[config.mk]
export PLATFORM = sky130hd
export DESIGN_NAME = spi_txn_arbiter_flat
export DESIGN_NICKNAME = d
export VERILOG_FILES = /design/src/rtl/spi_txn_arbiter_if.sv /design/src/rtl/spi_txn_arbiter.sv /design/src/flat_wrapper.sv
export SDC_FILE = /design/constraint.sdc
export NUM_CORES = 1
export LEC_CHECK = 0
export CAP_MARGIN = 5
export CORE_UTILIZATION = 50
export DETAILED_ROUTE_END_ITERATION = 10
export PLACE_DENSITY = 0.82
export SLEW_MARGIN = 20
export SYNTH_ARGS = -nofsm -noshare
export SYNTH_HDL_FRONTEND = slang
export SYNTH_SLANG_ARGS = --single-unit
export TNS_END_PERCENT = 10
[constraint.sdc]
create_clock -name clk -period 4.8 [get_ports clk]
set_input_delay 0.48 -clock clk [delete_from_list [all_inputs] [get_ports clk]]
set_output_delay 0.48 -clock clk [all_outputs]
set_load 0.1 [all_outputs]
[src/rtl/spi_txn_arbiter_if.sv]
`timescale 1ns/1ps
// Requester/engine bundle around the shared SPI byte engine.
// master: the arbiter side (drives grants, chip selects, engine strobes).
// slave: the requesters plus spi_master side (drives requests, bytes, engine status).
interface spi_txn_arbiter_if;
  // requester side
  logic [1:0]  req;
  logic [7:0]  len;
  logic [15:0] tx_data;
  logic [1:0]  gnt;
  logic [1:0]  tx_take;
  logic [7:0]  rx_data;
  logic [1:0]  rx_valid;
  logic [1:0]  done;
  logic [1:0]  err;
  logic [1:0]  cs_n;
  // spi_master side
  logic        spi_start;
  logic [7:0]  spi_data_in;
  logic        spi_busy;
  logic        spi_new_data;
  logic [7:0]  spi_data_out;

  modport master (
    input  req, len, tx_data, spi_busy, spi_new_data, spi_data_out,
    output gnt, tx_take, rx_data, rx_valid, done, err, cs_n, spi_start, spi_data_in
  );

  modport slave (
    output req, len, tx_data, spi_busy, spi_new_data, spi_data_out,
    input  gnt, tx_take, rx_data, rx_valid, done, err, cs_n, spi_start, spi_data_in
  );
endinterface

[src/rtl/spi_txn_arbiter.sv]
`timescale 1ns/1ps
// Round-robin transaction arbiter sharing one spi_master byte engine between two requesters.
// Latency: grant 1 cycle after req; first spi_start CS_SETUP cycles later; done CS_HOLD+1 after last byte.
// Backpressure: launches wait while spi_busy is high; a watchdog aborts a byte that never completes.
module spi_txn_arbiter #(
  parameter int CS_SETUP = 2,
  parameter int CS_HOLD  = 2,
  parameter int TIMEOUT  = 1023
) (
  input logic               clk,
  input logic               rst,
  spi_txn_arbiter_if.master bus
);

  localparam logic [2:0] S_IDLE    = 3'd0;
  localparam logic [2:0] S_SETUP   = 3'd1;
  localparam logic [2:0] S_LAUNCH  = 3'd2;
  localparam logic [2:0] S_WAIT    = 3'd3;
  localparam logic [2:0] S_HOLD    = 3'd4;
  localparam logic [2:0] S_RELEASE = 3'd5;

  // The last SETUP cycle already acts as the launch cycle so the first
  // spi_start lands exactly CS_SETUP cycles after cs_n drops.
  localparam logic [3:0] SETUP_LAST = 4'(CS_SETUP - 1);
  // The exit from WAIT counts as the first hold cycle and RELEASE as the
  // last, so HOLD itself lasts CS_HOLD-1 cycles (none when CS_HOLD is 1).
  localparam logic [3:0] HOLD_LAST  = 4'((CS_HOLD > 1) ? (CS_HOLD - 2) : 0);
  localparam bit         SKIP_HOLD  = (CS_HOLD == 1);
  localparam logic [9:0] WD_LIMIT   = 10'(TIMEOUT);

  logic [2:0] state;
  logic [3:0] cnt;
  logic [3:0] rem;
  logic [9:0] wd;
  logic       sel;
  logic       last;
  logic       abort;

  logic       win;
  logic [1:0] win_oh;
  logic [3:0] win_len;
  logic [1:0] sel_oh;
  logic [7:0] tx_byte;
  logic       may_grant;
  logic       setup_end;
  logic       got_byte;
  logic       more;
  logic       timed_out;
  logic       want_launch;
  logic       fire;

  // Arbitration decision, byte selection and launch/complete/abort conditions.
  always_comb begin
    win         = (bus.req == 2'b11) ? ~last : bus.req[1];
    win_oh      = win ? 2'b10 : 2'b01;
    win_len     = win ? bus.len[7:4] : bus.len[3:0];
    sel_oh      = sel ? 2'b10 : 2'b01;
    tx_byte     = sel ? bus.tx_data[15:8] : bus.tx_data[7:0];
    // done is high only in the first IDLE cycle after RELEASE; blocking the
    // grant there guarantees an idle gap between back-to-back transactions.
    may_grant   = (state == S_IDLE) && (bus.req != 2'b00) && (bus.done == 2'b00);
    setup_end   = (state == S_SETUP) && (cnt == SETUP_LAST);
    got_byte    = (state == S_WAIT) && bus.spi_new_data;
    more        = got_byte && (rem != 4'd1);
    timed_out   = (state == S_WAIT) && !bus.spi_new_data && (wd == WD_LIMIT);
    want_launch = setup_end || (state == S_LAUNCH) || more;
    fire        = want_launch && !bus.spi_busy;
  end

  // Transaction sequencing: grant latch, setup/hold counting, byte countdown, abort flag.
  always_ff @(posedge clk) begin
    if (rst) begin
      state <= S_IDLE;
      cnt   <= 4'd0;
      rem   <= 4'd0;
      sel   <= 1'b0;
      last  <= 1'b1;
      abort <= 1'b0;
    end else begin
      case (state)
        S_IDLE: begin
          if (may_grant) begin
            sel   <= win;
            last  <= win;
            rem   <= win_len;
            abort <= 1'b0;
            cnt   <= 4'd0;
            state <= (win_len == 4'd0) ? S_RELEASE : S_SETUP;
          end
        end
        S_SETUP: begin
          if (setup_end) begin
            state <= fire ? S_WAIT : S_LAUNCH;
          end else begin
            cnt <= cnt + 4'd1;
          end
        end
        S_LAUNCH: begin
          if (fire) begin
            state <= S_WAIT;
          end
        end
        S_WAIT: begin
          if (got_byte) begin
            rem <= rem - 4'd1;
            if (more) begin
              state <= fire ? S_WAIT : S_LAUNCH;
            end else begin
              state <= SKIP_HOLD ? S_RELEASE : S_HOLD;
              cnt   <= 4'd0;
            end
          end else if (timed_out) begin
            abort <= 1'b1;
            state <= SKIP_HOLD ? S_RELEASE : S_HOLD;
            cnt   <= 4'd0;
          end
        end
        S_HOLD: begin
          if (cnt == HOLD_LAST) begin
            state <= S_RELEASE;
          end else begin
            cnt <= cnt + 4'd1;
          end
        end
        S_RELEASE: begin
          state <= S_IDLE;
        end
        default: begin
          state <= S_IDLE;
        end
      endcase
    end
  end

  // Per-byte watchdog: restarts on every launch, saturates at the limit while waiting.
  always_ff @(posedge clk) begin
    if (rst) begin
      wd <= 10'd0;
    end else if (fire) begin
      wd <= 10'd0;
    end else if ((state == S_WAIT) && (wd != WD_LIMIT)) begin
      wd <= wd + 10'd1;
    end
  end

  // Registered requester/engine outputs: grants, chip selects, strobes and returned data.
  always_ff @(posedge clk) begin
    if (rst) begin
      bus.gnt         <= 2'b00;
      bus.cs_n        <= 2'b11;
      bus.tx_take     <= 2'b00;
      bus.rx_data     <= 8'h00;
      bus.rx_valid    <= 2'b00;
      bus.done        <= 2'b00;
      bus.err         <= 2'b00;
      bus.spi_start   <= 1'b0;
      bus.spi_data_in <= 8'h00;
    end else begin
      bus.spi_start <= fire;
      bus.tx_take   <= fire ? sel_oh : 2'b00;
      bus.rx_valid  <= got_byte ? sel_oh : 2'b00;
      bus.done      <= (state == S_RELEASE) ? sel_oh : 2'b00;
      bus.err       <= ((state == S_RELEASE) && abort) ? sel_oh : 2'b00;
      if (fire) begin
        bus.spi_data_in <= tx_byte;
      end
      if (got_byte) begin
        bus.rx_data <= bus.spi_data_out;
      end
      if (may_grant) begin
        bus.gnt <= win_oh;
        // A zero-length transaction is granted for one cycle without touching cs_n.
        if (win_len != 4'd0) begin
          bus.cs_n <= ~win_oh;
        end
      end else if (state == S_RELEASE) begin
        bus.gnt  <= 2'b00;
        bus.cs_n <= 2'b11;
      end
    end
  end

endmodule
[src/flat_wrapper.sv]
// flat-port wrapper written by rule: the top's interface ports become plain ports
module spi_txn_arbiter_flat 
#(
  parameter int CS_SETUP = 2,
  parameter int CS_HOLD  = 2,
  parameter int TIMEOUT  = 1023
)
  (clk, rst, bus_req, bus_len, bus_tx_data, bus_spi_busy, bus_spi_new_data, bus_spi_data_out, bus_gnt, bus_tx_take, bus_rx_data, bus_rx_valid, bus_done, bus_err, bus_cs_n, bus_spi_start, bus_spi_data_in);
  spi_txn_arbiter_if bus_i ();
  input logic clk;
  input logic rst;
  input wire logic [$bits(bus_i.req)-1:0] bus_req;
  input wire logic [$bits(bus_i.len)-1:0] bus_len;
  input wire logic [$bits(bus_i.tx_data)-1:0] bus_tx_data;
  input wire logic [$bits(bus_i.spi_busy)-1:0] bus_spi_busy;
  input wire logic [$bits(bus_i.spi_new_data)-1:0] bus_spi_new_data;
  input wire logic [$bits(bus_i.spi_data_out)-1:0] bus_spi_data_out;
  output wire logic [$bits(bus_i.gnt)-1:0] bus_gnt;
  output wire logic [$bits(bus_i.tx_take)-1:0] bus_tx_take;
  output wire logic [$bits(bus_i.rx_data)-1:0] bus_rx_data;
  output wire logic [$bits(bus_i.rx_valid)-1:0] bus_rx_valid;
  output wire logic [$bits(bus_i.done)-1:0] bus_done;
  output wire logic [$bits(bus_i.err)-1:0] bus_err;
  output wire logic [$bits(bus_i.cs_n)-1:0] bus_cs_n;
  output wire logic [$bits(bus_i.spi_start)-1:0] bus_spi_start;
  output wire logic [$bits(bus_i.spi_data_in)-1:0] bus_spi_data_in;
  assign bus_i.req = bus_req;
  assign bus_i.len = bus_len;
  assign bus_i.tx_data = bus_tx_data;
  assign bus_i.spi_busy = bus_spi_busy;
  assign bus_i.spi_new_data = bus_spi_new_data;
  assign bus_i.spi_data_out = bus_spi_data_out;
  assign bus_gnt = bus_i.gnt;
  assign bus_tx_take = bus_i.tx_take;
  assign bus_rx_data = bus_i.rx_data;
  assign bus_rx_valid = bus_i.rx_valid;
  assign bus_done = bus_i.done;
  assign bus_err = bus_i.err;
  assign bus_cs_n = bus_i.cs_n;
  assign bus_spi_start = bus_i.spi_start;
  assign bus_spi_data_in = bus_i.spi_data_in;
  spi_txn_arbiter #(.CS_SETUP(CS_SETUP), .CS_HOLD(CS_HOLD), .TIMEOUT(TIMEOUT)) u_core (.clk(clk), .rst(rst), .bus(bus_i));
endmodule
Yosys cells after proc, flatten, opt, wreduce, memory -nomap -nowiden

Cells that the tools add are included.

Add/sub/neg operators: 3
$mul: 0
Div/mod/pow operators: 0
$lt $le $gt $ge: 0
Equality and inequality tests: 22
Shift operators: 0
Mux-type cells: 34
Bitwise gates (word level): 6
Reductions and logical operators: 34

Operator list:

| cell                    | number |
|---|---|
| $mux W4                 | 9 |
| $mux W3                 | 8 |
| $pmux W4 S4             | 1 |
| $pmux W3 S5             | 1 |
| $mux W2                 | 7 |
| $ne A2 B1 Y1 const B    | 6 |
| $add A10 B1 Y10 const B | 1 |
| $eq A10 B10 Y1 const B  | 1 |
| $logic_and A1 B1 Y1     | 10 |
| $ne A10 B10 Y1 const B  | 1 |
| $reduce_or A2 Y1        | 5 |
| $logic_not A4 Y1        | 2 |
| $mux W8                 | 1 |
| $ne A2 B2 Y1 const B    | 4 |
| $pmux W4 S2             | 1 |
| $reduce_bool A4 Y1      | 2 |
| $eq A3 B2 Y1 const B    | 2 |
| $eq A3 B3 Y1 const B    | 2 |
| $reduce_and A6 Y1       | 1 |
| $reduce_bool A2 Y1      | 3 |
| $mux W1                 | 5 |
| $not A1 Y1              | 5 |
| $reduce_and A5 Y1       | 1 |
| $add A4 B1 Y4 const B   | 1 |
| other kinds (16)        | 19 |

Register bits after elaboration: 53
Latch bits: 0
Bits in writable memories: 0
ROM bits: 0
Bits of input ports: 38
Output and inout bits: 29
Word-level logic and storage cells: 115
Memories: 0

Depth between registers and ports, before layout

Gate-level depths: netlist of run 1.

Word-level depth: 9
Mapped depth: 8
Gate-level depth less buffers: 7

Worst setup path after synthesis of run 1

Ideal clock, no wire load.

Path kind: flip-flop to flip-flop
Start: reg u_core.bus.done[1]
End: reg u_core.state[0]
Library setup time: 0.121 ns
Data arrival time: 1.893 ns
Data required time: 4.679 ns
Path slack: 2.786 ns
Cell stages (with the launch flop): 5
Buffers on the path: 0
Period minus slack after synthesis: 2.014 ns
Cell sequence: dfxtp_1 o31ai_1 a31o_2 o311ai_0 mux2_2

Cells in the longest elaborated chain, start to end: 4

Ends and longest elaborated chain:

| item                               | RTL line                 | text |
|---|---|---|
| start, declared                    | spi_txn_arbiter_if.sv:26 | `output gnt, tx_take, rx_data, rx_valid, done, err, cs_n, spi_start, spi_data_in` |
| start signal, assigned             | spi_txn_arbiter.sv:162   | `bus.done <= (state == S_RELEASE) ? sel_oh : 2'b00;` |
| $logic_not A2 Y1                   | spi_txn_arbiter.sv:61    | `may_grant = (state == S_IDLE) && (bus.req != 2'b00) && (bus.done == 2'b00);` |
| $logic_and A1 B1 Y1                | spi_txn_arbiter.sv:61    |  |
| $ne A2 B1 Y1 (no source line)      | --                       |  |
| $reduce_and A5 Y1 (no source line) | --                       |  |
| end signal, assigned               | spi_txn_arbiter.sv:88    | `state <= (win_len == 4'd0) ? S_RELEASE : S_SETUP;` |
| end signal, assigned               | spi_txn_arbiter.sv:93    | `state <= fire ? S_WAIT : S_LAUNCH;` |
| end signal, assigned               | spi_txn_arbiter.sv:107   | `state <= fire ? S_WAIT : S_LAUNCH;` |
| end, declared                      | spi_txn_arbiter.sv:31    | `logic [2:0] state;` |

No other way between the ends.
A chain may end at the register's enable or synchronous reset.

Worst setup path in the final report of run 1

Start: in bus_spi_new_data
End: reg u_core.wd[6]

Cells in the longest elaborated chain, start to end: 5

Ends and longest elaborated chain:

| item                              | RTL line               | text |
|---|---|---|
| start, declared                   | flat_wrapper.sv:16     | `input wire logic [$bits(bus_i.spi_new_data)-1:0] bus_spi_new_data;` |
| $logic_and A1 B1 Y1               | spi_txn_arbiter.sv:63  | `got_byte = (state == S_WAIT) && bus.spi_new_data;` |
| $logic_and A1 B1 Y1               | spi_txn_arbiter.sv:64  | `more = got_byte && (rem != 4'd1);` |
| $logic_or A1 B1 Y1                | spi_txn_arbiter.sv:66  | `want_launch = setup_end \|\| (state == S_LAUNCH) \|\| more;` |
| $logic_and A1 B1 Y1               | spi_txn_arbiter.sv:67  | `fire = want_launch && !bus.spi_busy;` |
| $reduce_or A2 Y1 (no source line) | --                     |  |
| end signal, assigned              | spi_txn_arbiter.sv:142 | `wd <= wd + 10'd1;` |
| end, declared                     | spi_txn_arbiter.sv:34  | `logic [9:0] wd;` |

No other way between the ends.

==> metrics, run 1 <==
status=finished clean; Final Cycle Share=0.5899; number of synthesized register bits=53; Syn Nets=338; CP max FO=18; Switch Pwr=526.6 uW; commonest non-fill, non-tap cell in the layout=clkdlybuf4s50_1; CTS tree=built; Crit path required time=4.99 ns; # resized after CTS=0; Post-CTS Setup Repair Bufs=0; Cell Rows=25; CTS Root Cell=clkbuf_8; final wirelength=5812 um; Worst slew margin=0.3328; Worst Skew=0.009022 ns; layout cells sized above 1=0.06497; Worst Setup Start Kind=input port; hpwl dp=4163 um; starting DRC count in detailed routing=120; initial antenna violation count=0; port bufs=66; Worst R2R Setup Slack=1.99 ns; Sw Share=0.4052; WL/cell=13.81 um; most frequent cells in the layout=66 x clkdlybuf4s50_1, 53 x dfxtp_1, 38 x nor2_1, 38 x nand2_1, 20 x a21oi_1; Clock Sink Count=53; # IOs=67; yosys warns=0; Antenna Violating Nets Remaining=0; Crit path arrival time=3.02 ns; initial core utilization=0.5268; VDD IR max=251.0 uV; Sum Neg Setup Slack=0 ns; PD cells=393.2 mW/mm^2; Nets=397; drt pass-1 iters=4; GRT overflow=0; EDFF count, synth=0; via count=2281; GPL Wtd Cong=0.8143; clk_lat worst skew=0.31 ns; Cells after Synth=294; top cells by area, synth=dfxtp_1 42%, nand2_1 5.7%, nor2_1 5.7%; fillers=404; min Tclk post-route=2.832 ns; fmax=353.2 MHz; Die X=73.01 um; Via density=5.418; RSZ-0062 raised after global routing=no; final count of hold timing violations=0; diodes inserted=0; final core utilization=0.6907; worst min-delay path category=reg -> reg; max-slew violations=0; Final Setup Violations=0; post-synth top area share=0.4208; number of remaining DRC errors=0; Num CTS Buffers=5; area grow syn2layout=31.12%; core region area=0.004786 mm^2; Die H=73.01 um; synthesized area=0.002521 mm^2; Internal=773.2 uW; Max Buffers Root-to-Sink=2; number of global-route vias before repair=2188; worst-margin pin slew=0.9954 ns; Mapped Avg Cell Area=8.575 um^2; Max-Cap Viols=0; # H-tree levels=2; total track usage=0.2293; die area=0.005330 mm^2; FFs w/ async S/R, synth=0; cell taking the most area after synthesis=dfxtp_1; Logic pwr share=0.380; Yosys cell types=50; pin count of the biggest net entering global routing=42; CP Class=in -> reg; Synth Flop Type=dfxtp_1; Worst-path clk slew=0.10 ns; hold_buf cts=0; Sequential Power Share=0.415; Leak=1.116 nW; Worst setup EP type=flip-flop; first-pass GRT wire length=9501 um; sequential share of the synthesized area=0.4208; Clk pwr share=0.205
-- critical path, cell delays in order --
cell	delay [ns]
clkdlybuf4s50_1	0.54
and4b_1	0.53
a221oi_4	0.18
nor3_2	0.78
or2_1	0.41
nor2_1	0.09
-- synth_stat cells (4+ instances only) --
cell type,instances
a211oi_1,11
a21oi_1,20
buf_2,6
clkbuf_1,8
dfxtp_1,53
ha_1,6
inv_1,9
mux2i_1,12
nand2_1,38
nand3_1,8
nor2_1,38
nor3_1,9
nor4_1,4
o21ai_0,12
xnor2_1,7
-- final cells by class --
| class | instances | area, um^2 | share of cell area |
|---|---|---|---|
| clock buffer | 6 | 82.58 | 0.02498 |
| timing repair buffer | 67 | 668.1 | 0.2021 |
| clock inverter | 2 | 13.76 | 0.004164 |
| sequential | 53 | 1061 | 0.3210 |
| inverter | 9 | 33.78 | 0.01022 |
| tap | 67 | 83.83 | 0.02536 |
| multi-input combinational | 217 | 1363 | 0.4122 |
-- power groups by stage --
stage	clock, mW	combinational [mW]	sequential, mW
3_3_place_gp	0	0.478	0.546
5_1_grt	0.292	0.531	0.547
3_5_place_dp	0	0.491	0.548
6_report	0.267	0.494	0.539
4_1_cts	0.269	0.494	0.538
2_1_floorplan	0	0.241	0.670
-- flip-flops by register name (all words and copies together), names as in the netlist --
| register | count |
|---|---|
| u_core.state | 3 |
| u_core.last | 1 |
| u_core.bus.rx_data | 8 |
| u_core.cnt | 4 |
| u_core.bus.done | 2 |
| u_core.bus.spi_start | 1 |
| u_core.bus.err | 2 |
| u_core.abort | 1 |
| u_core.rem | 4 |
| u_core.bus.rx_valid | 2 |
| u_core.bus.spi_data_in | 8 |
| u_core.bus.gnt | 2 |
| u_core.bus.cs_n | 2 |
| u_core.bus.tx_take | 2 |
| u_core.sel | 1 |
| u_core.wd | 10 |
-- logic make-up after synthesis --
family | count (synthesis) | synth area share
buffers and inverters | 24 | 0.03871
muxes | 15 | 0.06104
xor gates and xnor gates | 9 | 0.03127
DFF | 53 | 0.4208
and+or+nand+nor | 125 | 0.2516
AOI/OAI and AO/OA | 62 | 0.1668
adders and majority gates | 6 | 0.02978
-- worst paths after layout --
check,start,to,cells past startpoint
setup reg to reg,u_core.state[0]$_SDFFE_PP0P_,u_core.wd[6]$_SDFFE_PP0P_,5
setup / recovery,bus_spi_new_data,u_core.wd[6]$_SDFFE_PP0P_,6
hold reg to reg,u_core.bus.rx_data[0]$_SDFFE_PP0P_,u_core.bus.rx_data[0]$_SDFFE_PP0P_,2
hold / removal,u_core.bus.rx_data[0]$_SDFFE_PP0P_,u_core.bus.rx_data[0]$_SDFFE_PP0P_,2
-- through the flow --
stage / instance area (um^2) / worst slack (ns) / cells / total power [mW] / hold WS (ns)
3_5_place_dp: 3209 / 1.646 / 413 / 1.039 / 0.4467
5_1_grt: 3306 / 1.738 / 421 / 1.370 / 0.4914
2_1_floorplan: 2521 / 2.786 / 294 / 0.9114 / 0.4450
3_3_place_gp: 3209 / 1.750 / 413 / 1.024 / 0.4413
4_1_cts: 3306 / 1.961 / 421 / 1.301 / 0.4603
6_report: 3306 / 1.968 / 421 / 1.300 / 0.4591
-- metal layers --
layer | up-vias | global-route usage | wire length, um
met3 | 10 | 0.05663 | 319
met1 | 1050 | 0.2877 | 2545
met2 | 69 | 0.3817 | 2860
met5 | - | 0 | 0
li1 | 1152 | - | -
met4 | 0 | 0.08061 | 87
No activity file was read; power rests on OpenSTA's default activity.
==> run 2, diff against run 1 <==
--- a/config.mk
+++ b/config.mk
@@ -6,9 +6,9 @@
 export NUM_CORES = 1
 export LEC_CHECK = 0
 export CAP_MARGIN = 5
-export CORE_UTILIZATION = 50
+export CORE_UTILIZATION = 48
 export DETAILED_ROUTE_END_ITERATION = 10
-export PLACE_DENSITY = 0.82
+export PLACE_DENSITY = 0.79
 export SLEW_MARGIN = 20
 export SYNTH_ARGS = -nofsm -noshare
 export SYNTH_HDL_FRONTEND = slang
==> constraint.sdc (replaced) <==
create_clock -name clk -period 2.85 [get_ports clk]
set_input_delay 0.285 -clock clk [delete_from_list [all_inputs] [get_ports clk]]
set_output_delay 0.285 -clock clk [all_outputs]
set_load 0.1 [all_outputs]
==> run 2 against run 1 <==
Via count about the same. Clock power increased by 55%. Wire length decreased by 1.9%. Utilization decreased by 5.1 points. First-iteration DRC count increased by 23%. Total power increased by 65%. Largest power group unchanged. Combinational power increased by 70%. Design area decreased by 1.9%. Setup slack got worse by 1.6 ns. Sequential share of layout area increased by 0.61 points. Register-to-register slack got worse by 1.6 ns. Sequential power increased by 66%.
==> metrics, run 2 (synthesis gave the netlist of run 1 again) <==
Nets=400; Die X=74.48 um; status=finished clean; crit-path max cell delay=0.78 ns; Leak=1.176 nW; initial core utilization=0.4968; worst min-delay path category=reg -> reg; Largest register FFs=10; Via density=5.357; Post-CTS Setup Repair Bufs=0; Clock Sink Count=53; WL/cell=13.39 um; Crit path arrival time=2.68 ns; Top reg by flops=u_core.wd; Sequential Power Share=0.417; PD cells=661.4 mW/mm^2; Switch Pwr=874.9 uW; diodes inserted=0; # H-tree levels=2; final count of hold timing violations=0; Cell Rows=26; Internal=1.271 mW; Worst slew margin=0.3276; Clk pwr share=0.192; Worst setup EP type=flip-flop; Sw Share=0.4077; final wirelength=5703 um; core region area=0.005075 mm^2; total power=2.146 mW; GPL Wtd Cong=0.7867; number of remaining DRC errors=0; CTS Root Cell=clkbuf_8; number of global-route vias before repair=2069; CP Class=reg -> reg; hold_buf cts=0; Final Cycle Share=0.8760; CTS tree=built; Num CTS Buffers=5; clk_lat worst skew=0.31 ns; starting DRC count in detailed routing=148; max-slew violations=0; fmax=400.6 MHz; min Tclk post-route=2.497 ns; area grow syn2layout=28.68%; Max Buffers Root-to-Sink=2; pin count of the biggest net entering global routing=41; # resized after CTS=0; worst path cell trace=ha_1 > nor3b_2 > a221oi_4 > nor3_2 > or2_1 > nor2_1; top flop regs=u_core.wd: 10 flops, u_core.bus.rx_data: 8 flops, u_core.bus.spi_data_in: 8 flops; area of the multi-input gates=0.001363 mm^2; Worst-path clk slew=0.10 ns; drt pass-1 iters=4; VDD IR max=436.2 uV; worst-margin pin slew=1.003 ns; port bufs=66; Max-Cap Viols=0; RSZ-0062 raised after global routing=no; initial antenna violation count=0; Worst Skew=0.008987 ns; Sum Neg Setup Slack=0 ns; most frequent cells in the layout=53 x dfxtp_1, 38 x nor2_1, 38 x nand2_1; Final Setup Violations=0; first-pass GRT wire length=9094 um; Die H=74.48 um; commonest non-fill, non-tap cell in the layout=dfxtp_1; Worst Setup Start Kind=flip-flop; CP max FO=18; total track usage=0.2115; die area=0.005547 mm^2; Logic pwr share=0.391; fillers=467; Antenna Violating Nets Remaining=0; Reg area=0.001061 mm^2; hpwl dp=4118 um; via count=2282; Crit path required time=3.03 ns; GRT overflow=0; # IOs=67; slowest CP cell=nor3_2; layout cells sized above 1=0.1489
-- run 2: worst paths after layout --
kind,from,to,slack (ns),depth (start not counted)
setup reg to reg,u_core.cnt[0]$_SDFFE_PP0P_,u_core.wd[7]$_SDFFE_PP0P_,0.35,6
setup / recovery,u_core.cnt[0]$_SDFFE_PP0P_,u_core.wd[7]$_SDFFE_PP0P_,0.35,6
hold reg to reg,u_core.bus.rx_data[7]$_SDFFE_PP0P_,u_core.bus.rx_data[7]$_SDFFE_PP0P_,0.46,2
hold / removal,u_core.bus.rx_data[7]$_SDFFE_PP0P_,u_core.bus.rx_data[7]$_SDFFE_PP0P_,0.46,2
-- run 2: critical path, delay by kind of cell, from the launching register on --
| kind | cells | cell delay (ns) |
|---|---|---|
| AO/OA/AOI/OAI | 1 | 0.15 |
| adder cells (fa/ha/maj) | 1 | 0.17 |
| AND/OR/NAND/NOR | 4 | 1.62 |
| flip-flops | 1 | 0.43 |
-- run 2: area by class of cell --
cell class | count | share of cell area
sequential | 53 | 0.3270
multi-input combinational | 217 | 0.4200
tap | 70 | 0.02700
clock buffer | 6 | 0.02237
inverter | 9 | 0.01041
clock inverter | 1 | 0.002700
timing repair buffer | 70 | 0.1905
-- run 2: power by group through the flow --
stage          logic, mW  registers (mW)  clock network (mW)
3_5_place_dp       0.834           0.910                   0
3_3_place_gp       0.821           0.906                   0
5_1_grt            0.898           0.905               0.461
2_1_floorplan      0.407            1.13                   0
6_report           0.839           0.894               0.413
4_1_cts            0.836           0.893               0.418
-- run 2: metrics by stage --
step	hold WS (ns)	setup slack (ns)	utilization	cell area [um^2]	instances
detailed placement	0.4478	0.1859	0.6233	3163	419
global route	0.4940	0.1177	0.6393	3244	426
finish	0.4596	0.3535	0.6393	3244	426
global placement	0.4417	0.2611	0.6233	3163	419
CTS	0.4619	0.3505	0.6393	3244	426
floorplan	0.3637	0.8360	-	2521	294
-- run 2: metal layers --
layer	wire [um]	track usage	vias up
li1	-	-	1151
met1	2626	0.2667	1072
met2	2772	0.3644	52
met3	255	0.04743	7
met4	48	0.05451	0
met5	0	0	-
==> run 3, diff against run 2 <==
==> constraint.sdc (replaced) <==
create_clock -name clk -period 2.85 [get_ports clk]
set_input_delay 0.285 -clock clk [delete_from_list [all_inputs] [get_ports clk]]
set_output_delay 0.285 -clock clk [all_outputs]
set_load 0.02 [all_outputs]
==> run 3 against run 2 <==
Largest power group unchanged. Register-to-register slack improved by 0.26 ns. Clock power is 27% higher. Cell count grew 0.23%.
==> metrics, run 3 (synthesis gave the netlist of run 1 again) <==
# resized after CTS=0; layout cells sized above 1=0.07003; Nets=400; VDD IR max=311.1 uV; fillers=434; initial core utilization=0.4968; number of remaining DRC errors=0; Leak=1.137 nW; Top reg by flops=u_core.wd; via count=2239; CP Buf/Inv Count=0; most frequent cells in the layout=66 x clkdlybuf4s50_1, 53 x dfxtp_1, 38 x nor2_1, 38 x nand2_1, 20 x a21oi_1; Final Cycle Share=0.7848; status=finished clean; WL/cell=13.65 um; Clock Sink Count=53; crit-path max cell delay=0.53 ns; Hold Crit Depth=2; cell family with most CP delay=simple AND/OR/NAND/NOR gates; Num CTS Buffers=5; number of global-route vias before repair=2032; CP max FO=18; Crit path required time=3.03 ns; total track usage=0.2225; PD cells=613.0 mW/mm^2; reg2reg start=u_core.cnt[0]$_SDFFE_PP0P_; pre-CTS setup slack=0.1449 ns; Worst-path clk slew=0.09 ns; worst min-delay path category=reg -> reg; core region area=0.005075 mm^2; CTS Root Cell=clkbuf_8; Reg2Reg Depth=6; final core utilization=0.6617; Worst setup EP type=flip-flop; top flop regs=u_core.wd: 10 flops, u_core.bus.rx_data: 8 flops, u_core.bus.spi_data_in: 8 flops; final count of hold timing violations=0; final wirelength=5830 um; Reg-to-Reg End=u_core.wd[2]$_SDFFE_PP0P_; Worst Hold Path EP=u_core.bus.rx_data[3]$_SDFFE_PP0P_; starting DRC count in detailed routing=209; Final Setup Violations=0; drt pass-1 iters=4; fmax=447.1 MHz; die area=0.005547 mm^2; worst-margin pin slew=0.7407 ns; diodes inserted=0; worst path cell trace=ha_1 > nor3b_2 > a221oi_4 > nor3_4 > or2_1 > nor2_1; Die H=74.48 um; GRT overflow=0; Max-Cap Viols=0; commonest non-fill, non-tap cell in the layout=clkdlybuf4s50_1; # IOs=67; # H-tree levels=2; Worst slew margin=0.4999; Setup WS post-layout=0.6134 ns; port bufs=66; max-slew violations=0; Cell Rows=26; Worst Setup Start Kind=flip-flop; first-pass GRT wire length=9321 um; CP Class=reg -> reg; Sum Neg Setup Slack=0 ns; Die X=74.48 um; Via density=5.244; GPL Wtd Cong=0.7881; CTS tree=built; hpwl dp=4186 um; hold_buf cts=0; total power=2.059 mW; Post-CTS Setup Repair Bufs=0; WP depth=6; area grow syn2layout=33.20%; Antenna Violating Nets Remaining=0; slowest CP cell=nor3_4; Max Buffers Root-to-Sink=2; worst hold start=u_core.bus.rx_data[3]$_SDFFE_PP0P_; Worst Skew=0.009067 ns; min Tclk post-route=2.237 ns; pin count of the biggest net entering global routing=32; initial antenna violation count=0; Worst R2R Setup Slack=0.61 ns; RSZ-0062 raised after global routing=no; clk_lat worst skew=0.31 ns; Largest register FFs=10; Crit path arrival time=2.42 ns
-- run 3: cell count changes in the layout (fill, tap and decap cells not counted), sizes merged --
cell,change
clkdlybuf4s50,+29
bufinv,+1
clkinv,-1
clkbuf,+1
buf,-29
-- run 3: worst max path at each step --
stage / startpoint / to / slack [ns]
floorplan: u_core.rem[1]$_SDFFE_PP0P_ / u_core.cnt[0]$_SDFFE_PP0P_ / 0.89
global placement: bus_spi_new_data / u_core.wd[0]$_SDFFE_PP0P_ / 0.27
detailed placement: bus_spi_new_data / u_core.wd[2]$_SDFFE_PP0P_ / 0.14
CTS: u_core.cnt[0]$_SDFFE_PP0P_ / u_core.wd[2]$_SDFFE_PP0P_ / 0.31
global route: u_core.cnt[0]$_SDFFE_PP0P_ / u_core.wd[2]$_SDFFE_PP0P_ / 0.44
finish: u_core.cnt[0]$_SDFFE_PP0P_ / u_core.wd[2]$_SDFFE_PP0P_ / 0.61
-- run 3: cell type report --
type,count,area [um^2],area share
sequential,53,1061,0.3159
clock inverter,1,30.03,0.008942
clock buffer,7,86.33,0.02571
tap,70,87.58,0.02608
timing repair buffer,70,690.7,0.2057
inverter,9,33.78,0.01006
multi-input combinational,217,1369,0.4076
-- run 3: per-layer routing --
metal / GRT usage / part of all wire / vias to the layer above
met2: 0.3814 / 0.50 / 49
met5: 0 / 0 / -
met1: 0.2707 / 0.45 / 1027
li1: - / - / 1157
met4: 0.07547 / 0.0094 / 0
met3: 0.05691 / 0.046 / 6
-- run 3: worst reg2reg max path, delay by kind of cell (launching register included) --
kind	cells	cell delay [ns]
and+or+nand+nor	4	1.36
DFF	1	0.43
adders and majority gates	1	0.17
AOI/OAI and AO/OA	1	0.15
-- run 3: metrics by stage --
| step | hold slack [ns] | cells | area [um^2] |
|---|---|---|---|
| floorplan | 0.3637 | 294 | 2521 |
| global placement | 0.4406 | 419 | 3236 |
| detailed placement | 0.4459 | 419 | 3236 |
| CTS | 0.4590 | 427 | 3352 |
| global route | 0.4894 | 427 | 3358 |
| finish | 0.4589 | 427 | 3358 |
-- run 3: report_power, final --
group	leakage, nW	switching (mW)	internal [mW]	total, mW
logic	0.648	0.345	0.297	0.642
clock network	0.0585	0.239	0.286	0.526
registers	0.430	0.0754	0.816	0.891
